<file path="config.mk">
export PLATFORM = sky130hd
export DESIGN_NAME = rr_bus_arbiter4
export DESIGN_NICKNAME = d
export VERILOG_FILES = /design/src/rtl/rr_bus_arbiter4_pkg.sv /design/src/rtl/rr_bus_arbiter4_mux4x1.sv /design/src/rtl/rr_bus_arbiter4.sv
export SDC_FILE = /design/constraint.sdc
export NUM_CORES = 1
export LEC_CHECK = 0
export ABC_AREA = 1
export CORE_MARGIN = 2
export CORE_UTILIZATION = 34
export CTS_CLUSTER_SIZE = 20
export DETAILED_ROUTE_END_ITERATION = 7
export GPL_ROUTABILITY_DRIVEN = 1
export PLACE_DENSITY = 0.81
export SYNTH_ARGS = -nofsm -noshare
export SYNTH_HDL_FRONTEND = slang
export SYNTH_HIERARCHICAL = 1
export SYNTH_SLANG_ARGS = --single-unit
</file>
<file path="constraint.sdc">
create_clock -name clk -period 1.9 [get_ports clk]
set_clock_uncertainty 0.15 [all_clocks]
set_input_delay 0.285 -clock clk [delete_from_list [all_inputs] [get_ports clk]]
set_output_delay 0.285 -clock clk [all_outputs]
set_load 0.02 [all_outputs]
</file>
<file path="src/rtl/rr_bus_arbiter4_pkg.sv">
// Shared definitions for the 4-way round-robin bus arbiter: default data
// width, FSM state encoding and the round-robin winner search.
package rr_bus_arbiter4_pkg;

   localparam int BUS_WIDTH = 32;

   typedef enum logic [1:0] {
      IDLE    = 2'd0,
      GRANT   = 2'd1,
      RELEASE = 2'd2
   } arb_state_e;

   // Round-robin pick: search starts just after the last owner and wraps 3->0,
   // so the last owner itself is considered last. Returns last_owner when
   // nothing is requesting; callers only use the result when req != 0.
   function automatic logic [1:0] rr_pick(input logic [3:0] req,
                                          input logic [1:0] last_owner);
      logic [1:0] idx;
      logic       found;
      rr_pick = last_owner;
      found   = 1'b0;
      for (int i = 1; i <= 4; i++) begin
         idx = last_owner + 2'(i);
         if (!found && req[idx]) begin
            rr_pick = idx;
            found   = 1'b1;
         end else begin
            found   = found;
         end
      end
   endfunction

endpackage

</file>
<file path="src/rtl/rr_bus_arbiter4_mux4x1.sv">
// 4:1 data multiplexer that drives the shared bus from the current owner.
module rr_bus_arbiter4_mux4x1
   import rr_bus_arbiter4_pkg::*;
#(
   parameter int WIDTH = BUS_WIDTH
) (
   input  logic [1:0]       sel2,
   input  logic [WIDTH-1:0] in0,
   input  logic [WIDTH-1:0] in1,
   input  logic [WIDTH-1:0] in2,
   input  logic [WIDTH-1:0] in3,
   output logic [WIDTH-1:0] out
);

   // Select one of the four inputs.
   always_comb begin
      out = in0;
      case (sel2)
         2'd0:    out = in0;
         2'd1:    out = in1;
         2'd2:    out = in2;
         2'd3:    out = in3;
         default: out = in0;
      endcase
   end

endmodule

</file>
<file path="src/rtl/rr_bus_arbiter4.sv">
// Four-requester round-robin bus arbiter with a one-cycle turnaround between
// grants and a hold-time limit that forcibly revokes a stuck grant.
module rr_bus_arbiter4 #(
   parameter int BUS_WIDTH      = rr_bus_arbiter4_pkg::BUS_WIDTH,
   parameter int TIMEOUT_CYCLES = 255
) (
   input  logic                 clk,
   input  logic                 rst,
   input  logic [3:0]           req,
   input  logic [3:0]           done,
   input  logic [BUS_WIDTH-1:0] wdata0,
   input  logic [BUS_WIDTH-1:0] wdata1,
   input  logic [BUS_WIDTH-1:0] wdata2,
   input  logic [BUS_WIDTH-1:0] wdata3,
   output logic [3:0]           gnt,
   output logic [1:0]           sel2,
   output logic [BUS_WIDTH-1:0] bus_out,
   output logic                 bus_valid,
   output logic                 timeout
);

   import rr_bus_arbiter4_pkg::*;

   // Counter only has to reach TIMEOUT_CYCLES-1.
   localparam int CNT_W = (TIMEOUT_CYCLES > 1) ? $clog2(TIMEOUT_CYCLES) : 1;
   localparam logic [CNT_W-1:0] CNT_MAX = CNT_W'(TIMEOUT_CYCLES - 1);

   arb_state_e       state_q, state_d;
   logic [3:0]       gnt_q, gnt_d;
   logic [1:0]       sel2_q, sel2_d;
   logic             bus_valid_q, bus_valid_d;
   logic             timeout_q, timeout_d;
   logic [CNT_W-1:0] cnt_q, cnt_d;
   logic [1:0]       last_owner_q, last_owner_d;

   logic [1:0]       winner_s;
   logic             done_own_s;
   logic             req_own_s;
   logic             expired_s;
   logic             release_s;

   assign winner_s   = rr_pick(req, last_owner_q);
   assign done_own_s = done[sel2_q];
   assign req_own_s  = req[sel2_q];
   assign expired_s  = (cnt_q == CNT_MAX);
   assign release_s  = done_own_s | ~req_own_s | expired_s;

   // Next-state and next-output logic for the IDLE/GRANT/RELEASE sequence.
   always_comb begin
      state_d      = state_q;
      gnt_d        = gnt_q;
      sel2_d       = sel2_q;
      bus_valid_d  = bus_valid_q;
      timeout_d    = 1'b0;
      cnt_d        = cnt_q;
      last_owner_d = last_owner_q;
      case (state_q)
         IDLE, RELEASE: begin
            if (req != 4'b0000) begin
               state_d     = GRANT;
               gnt_d       = 4'b0001 << winner_s;
               sel2_d      = winner_s;
               bus_valid_d = 1'b1;
               cnt_d       = {CNT_W{1'b0}};
            end else begin
               state_d     = IDLE;
               gnt_d       = 4'b0000;
               bus_valid_d = 1'b0;
            end
         end
         GRANT: begin
            if (release_s) begin
               state_d      = RELEASE;
               gnt_d        = 4'b0000;
               bus_valid_d  = 1'b0;
               last_owner_d = sel2_q;
               // A done or req drop in the expiry cycle counts as a normal end.
               timeout_d    = expired_s & ~done_own_s & req_own_s;
            end else if (cnt_q != CNT_MAX) begin
               cnt_d        = cnt_q + {{(CNT_W-1){1'b0}}, 1'b1};
            end else begin
               cnt_d        = cnt_q;
            end
         end
         default: begin
            state_d     = IDLE;
            gnt_d       = 4'b0000;
            bus_valid_d = 1'b0;
         end
      endcase
   end

   // State and output registers; reset drops any grant immediately.
   always_ff @(posedge clk or posedge rst) begin
      if (rst) begin
         state_q      <= IDLE;
         gnt_q        <= 4'b0000;
         sel2_q       <= 2'd0;
         bus_valid_q  <= 1'b0;
         timeout_q    <= 1'b0;
         cnt_q        <= {CNT_W{1'b0}};
         last_owner_q <= 2'd3;
      end else begin
         state_q      <= state_d;
         gnt_q        <= gnt_d;
         sel2_q       <= sel2_d;
         bus_valid_q  <= bus_valid_d;
         timeout_q    <= timeout_d;
         cnt_q        <= cnt_d;
         last_owner_q <= last_owner_d;
      end
   end

   assign gnt       = gnt_q;
   assign sel2      = sel2_q;
   assign bus_valid = bus_valid_q;
   assign timeout   = timeout_q;

   rr_bus_arbiter4_mux4x1 #(
      .WIDTH (BUS_WIDTH)
   ) u_bus_mux (
      .sel2 (sel2_q),
      .in0  (wdata0),
      .in1  (wdata1),
      .in2  (wdata2),
      .in3  (wdata3),
      .out  (bus_out)
   );

endmodule

</file>
* Word level (Yosys, flattened, before mapping)
Cells that the tools add are included.
** Storage, ports and cells
- Bits in registers :: 20
- Input bits :: 138
- Logic and storage cells :: 83
** Operators by class
- Eq/ne operators :: 11
- Order comparisons :: 5
- Muxes and demuxes :: 35
- Bitwise gates (word level) :: 6
- Reduce and logical (&&, ||, !) cells :: 14
- Shift operators :: 1
- $add $sub $neg :: 4
** Operators with widths (number)
- 32-bit case mux with 4 select lines :: 1
- 8-bit two-way mux :: 3
- 8-bit case mux with 2 select lines :: 1
- 2-bit by 3-bit less-than comparator with 1-bit output, second input constant :: 5
- 1-bit two-way mux :: 14
- 1-bit binary-select mux with 2-bit select :: 6
- 2-bit two-way mux :: 5
- 8-bit by 1-bit adder with 8-bit output, second input constant :: 1
- 8-bit == test, second input constant :: 1
- 4-bit two-way mux :: 2
- 2-bit inequality test, second input constant :: 4
- 8-bit inequality test, second input constant :: 1
- 4-bit case mux with 2 select lines :: 1
- 2-bit == test, second input constant :: 3
- 2-bit adder, second input constant :: 2
- 2-bit by 1-bit == test with 1-bit output, second input constant :: 2
- 2-bit zero test :: 2
- 2-bit case mux with 2 select lines :: 1
- 2-bit AND reduction :: 2
- 4-bit AND reduction :: 1
- 4-bit nonzero test :: 1
- 1-bit by 2-bit left shift with 4-bit output, first input constant :: 1
- 1-bit logical AND :: 3
- 1-bit zero test :: 3
- 7 further kinds :: 10

* Depth between registers and ports, before layout
- Word-level depth :: 16
- Mapped depth :: 12
- Depth with buffers taken out :: 12

* Hierarchy
Netlist, hierarchy kept.
** Modules (own cells, without submodules)
- rr_bus_arbiter4 :: area an instance 1241.2 µm², instances 1, cells each 178, seq. area each 478.0 µm²
- rr_bus_arbiter4_mux4x1 :: area an instance 1078.5 µm², instances 1, cells each 186, seq. area each 0.0 µm²

* Least setup slack after synthesis
No wires, ideal clock.
- Kind :: reg-to-reg
- From :: reg sel2_q[0], in the netlist sel2[0]
- To :: reg cnt_q[2]
- Path buffers :: 1
- Slack :: 284 ps
- Clock period less this slack :: 1616 ps
- Library setup time :: 121 ps
- Cell stages (with the launch flop) :: 11
- Data arrival time :: 1345 ps
- Data required time :: 1629 ps
- Cells stage by stage :: dfrtp_1 inv_1 nand3b_1 nand3_1 nand2_1 inv_1 nand3_1 nand2_2 buf_6 nand3_1 o21ai_1
** On the way
- Cells in the longest elaborated chain, start to end :: 7
** RTL lines
- start, declared :: line rr_bus_arbiter4.sv:30 : logic [1:0] sel2_q, sel2_d;
- start signal, assigned :: line rr_bus_arbiter4.sv:106 : sel2_q <= sel2_d;
- 1-bit binary-select mux with 2-bit select :: line rr_bus_arbiter4.sv:44 : assign req_own_s = req[sel2_q];
- 1-bit two-way mux (not written as such) :: line rr_bus_arbiter4.sv:44
- 1-bit NOT :: line rr_bus_arbiter4.sv:46 : assign release_s = done_own_s | ~req_own_s | expired_s;
- 1-bit OR (*) (2 in series) :: line rr_bus_arbiter4.sv:46
- 2-bit inequality test (no source line) (*)
- 4-bit AND reduction (no source line) (*)
- end signal, assigned :: line rr_bus_arbiter4.sv:101 : cnt_q <= {CNT_W{1'b0}};
- end signal, assigned :: line rr_bus_arbiter4.sv:109 : cnt_q <= cnt_d;
- end, declared :: line rr_bus_arbiter4.sv:33 : logic [CNT_W-1:0] cnt_q, cnt_d;
Mark *: on every way between the ends. The rest lies on a longest branch, timed or not. The select of a mux whose other input is x is not followed.
A chain may end at the register's enable or synchronous reset.

* Worst setup path in the final report
- From :: reg sel2_q[1], in the netlist sel2[1]
- To :: out bus_out[18]
** On the way
- Cells in the longest elaborated chain, start to end :: 2
** RTL lines
- 2-bit == test (tied with other cells) :: line rr_bus_arbiter4_mux4x1.sv:18 : case (sel2)
- 32-bit case mux with 4 select lines (*) :: line rr_bus_arbiter4_mux4x1.sv:18
- end, declared :: line rr_bus_arbiter4.sv:17 : output logic [BUS_WIDTH-1:0] bus_out,
Mark *: on every way between the ends. The rest lies on a longest branch, timed or not.

==> metrics.yaml <==
outcome: "complete, no violations"
yosys_warnings: 6
postSynthAreaPerCell_um2: 6.37
cts_made_buffers: 3
mostFrequentLayoutCell: "clkdlybuf4s50_1"
path_clk_slew_ps: 70
ios: 178
final_layout_size_suffix_gt1_share_pct: 21.5
hold_viol: 0
stdcell_count: 637
crit_path_start_kind: "register"
ant_nets: 0
overflow: 0
die_height_um: 86.6
cap_violations: 0
synth_fp_nets: 504
cpPeakStageDelay_ps: 470
routed_wl_mm: 11.1
cp-end-kind: "output port"
power.leakage_uw: 0.00203
track_usage_pct: 25.5
grt_max_degree: 33
max_slew.worst_pin.slew_ps: 373
cp.arrival_ps: 1450
antenna_found_initial: 0
cts_buffer_depth: 2
cts_tree: "built"
design_area_mm2: 0.00456
path_delay_family: "buffers and inverters"
core_mm2: 0.00668
n_antenna_cell: 0
grt_pass1_wl_mm: 15.3
r2r_start: "sel2[1]$_DFFE_PP0P_"
numPlacedInstances: 616
hold_path_class: "in2async"
insertion_delay_ps: 260
vdd_drop_max_mv: 1.13
htreeDepth: 1
cts.root.buffer_cell: "clkbuf_8"
cellPowerDensity_mw_per_mm2: 1490
setup_viol: 0
required_ps: 1460
vias_per_cell: 5.46
rr_worst_depth: 11
crit_chain: "buf_6 > inv_8 > clkbuf_16 > nand3_1 > nand4_1 > buf_4"
grt_pass1_vias: 3027
tns_ps: 0
remaining_drc_errors: 0
cp_max_fo: 7
syn2layout_area_growth_pct: 96.6
rsz0062_at_grt: "yes"
relSlewSlack_pct: 75.1
rows: 30
synth_area_mm2: 0.00232
nets: 698
dieArea_mm2: 0.00750
cts_hold_buffers: 0
drt_iter0_drc: 181
cts_sinks: 19
critPathBufInv: 4
vias: 3478
drtPass1Iterations: 5
finalCriticalPeriod_ps: 1890
syn_inst: 364
timing.rr.end: "cnt_q[5]$_DFFE_PP0P_"
die_w_um: 86.6
post-route-period-util_pct: 99.4
start_util_pct: 34.7
cp_slowest_cell: "dfrtp_2"
crit_type: "reg2out"
place.gp.congestion: 0.912
rrSetupSlack_ps: 90
power_uw: 6820
fmax_mhz: 529
wire_per_inst_um: 17.4
final_cell_mix: "clkdlybuf4s50_1, nand3_1, nand2_1"
ys_seq_area_share_pct: 20.6
portBuffers: 177
synth_cell_type_count: 28
dp_hpwl_mm: 7.71
maxSlewViolCount: 0
ys_ff_latch: 19
place_area_mm2: 0.00420
postLayoutCoreUtil_pct: 68.3
## cell usage after synthesis
cell	instances	share of area [%]
nand2_1	104	17
nand3_1	104	22
nand4_1	33	8.9
dfrtp_1	17	18
inv_1	17	2.8
nor2_1	12	1.9
nand3_2	10	4.3
buf_2	8	1.7
nand2_2	7	1.9
buf_4	6	1.9
buf_6	5	2.4
buf_8	5	3.2
inv_2	5	0.81
xor2_1	5	1.9
o21ai_0	4	0.86
o21ai_1	4	0.86
dfstp_2	2	2.3
ha_1	2	1.1
nand2_4	2	0.97
nand3b_1	2	0.65
nor2_2	2	0.54
nor3_1	2	0.43
a21oi_1	1	0.22
buf_12	1	0.86
inv_4	1	0.27
nand3_4	1	0.76
nor3_2	1	0.43
o21ai_2	1	0.38
## per-layer routing
metal	wire length (um)	share of wire [%]	vias to the layer above	GRT usage (%)
met4	568	5.1	0	11.4
met5	0	0	-	0
li1	-	-	1639	-
met2	5420	49	188	43.8
met1	4180	38	1599	30.8
met3	924	8.3	52	4.57
## power breakdown
group | internal, uW | leakage [uW] | total (uW) | switching, uW
combinational | 2660 | 0.00176 | 5870 | 3220
clock | 149 | 0.0000228 | 284 | 135
sequential | 532 | 0.000245 | 659 | 127
## flip-flops by register name, indices dropped and copies added, names as in the netlist
| register | cells |
|---|---|
| gnt | 4 |
| cnt_q | 8 |
| last_owner_q | 2 |
| timeout | 1 |
| bus_valid | 1 |
| sel2 | 2 |
| state_q | 1 |
## through the flow
step / setup slack [ps] / hold slack, ps
floorplan: 284 / 84.6
global placement: -171 / 319
detailed placement: -177 / 323
CTS: -35.1 / 154
global route: -37.8 / 188
finish: 11.0 / 137
## kinds of logic after synthesis
kind of cell,count (synthesis),share of synthesized area [%]
xor gates and xnor gates,5,1.89
and+or+nand+nor,280,60.1
buffers and inverters,48,14.0
DFF,19,20.6
adders and majority gates,2,1.08
AOI/OAI and AO/OA,10,2.32
## area by class of cell
cell class / count / area, um^2
Timing Repair Buffer: 214 / 2250
Fill cell: 548 / 2120
Multi-Input combinational cell: 297 / 1580
Sequential cell: 19 / 480
Tap cell: 80 / 100
Inverter: 23 / 98.8
Clock buffer: 4 / 45.0
## worst max path at each step
stage                         from              endpoint  slack (ps)  cells after the start
2_1_floorplan  sel2[0]$_DFFE_PP0P_  cnt_q[2]$_DFFE_PP0P_         280                     10
3_3_place_gp   sel2[0]$_DFFE_PP0P_           bus_out[29]        -170                      5
3_5_place_dp   sel2[0]$_DFFE_PP0P_           bus_out[29]        -180                      5
4_1_cts        sel2[1]$_DFFE_PP0P_           bus_out[29]         -40                      6
5_1_grt        sel2[1]$_DFFE_PP0P_           bus_out[29]         -40                      6
6_report       sel2[1]$_DFFE_PP0P_           bus_out[18]          10                      6
## repair_timing
item | in CTS | in global routing
endpoints found under the setup margin | 33 | 39
cloned | 2 | 6
resized for setup | 134 | 64
setup buffers | 3 | 7
pin swaps | 1 | 12
Note: power is estimated with default switching activity, not from simulation.
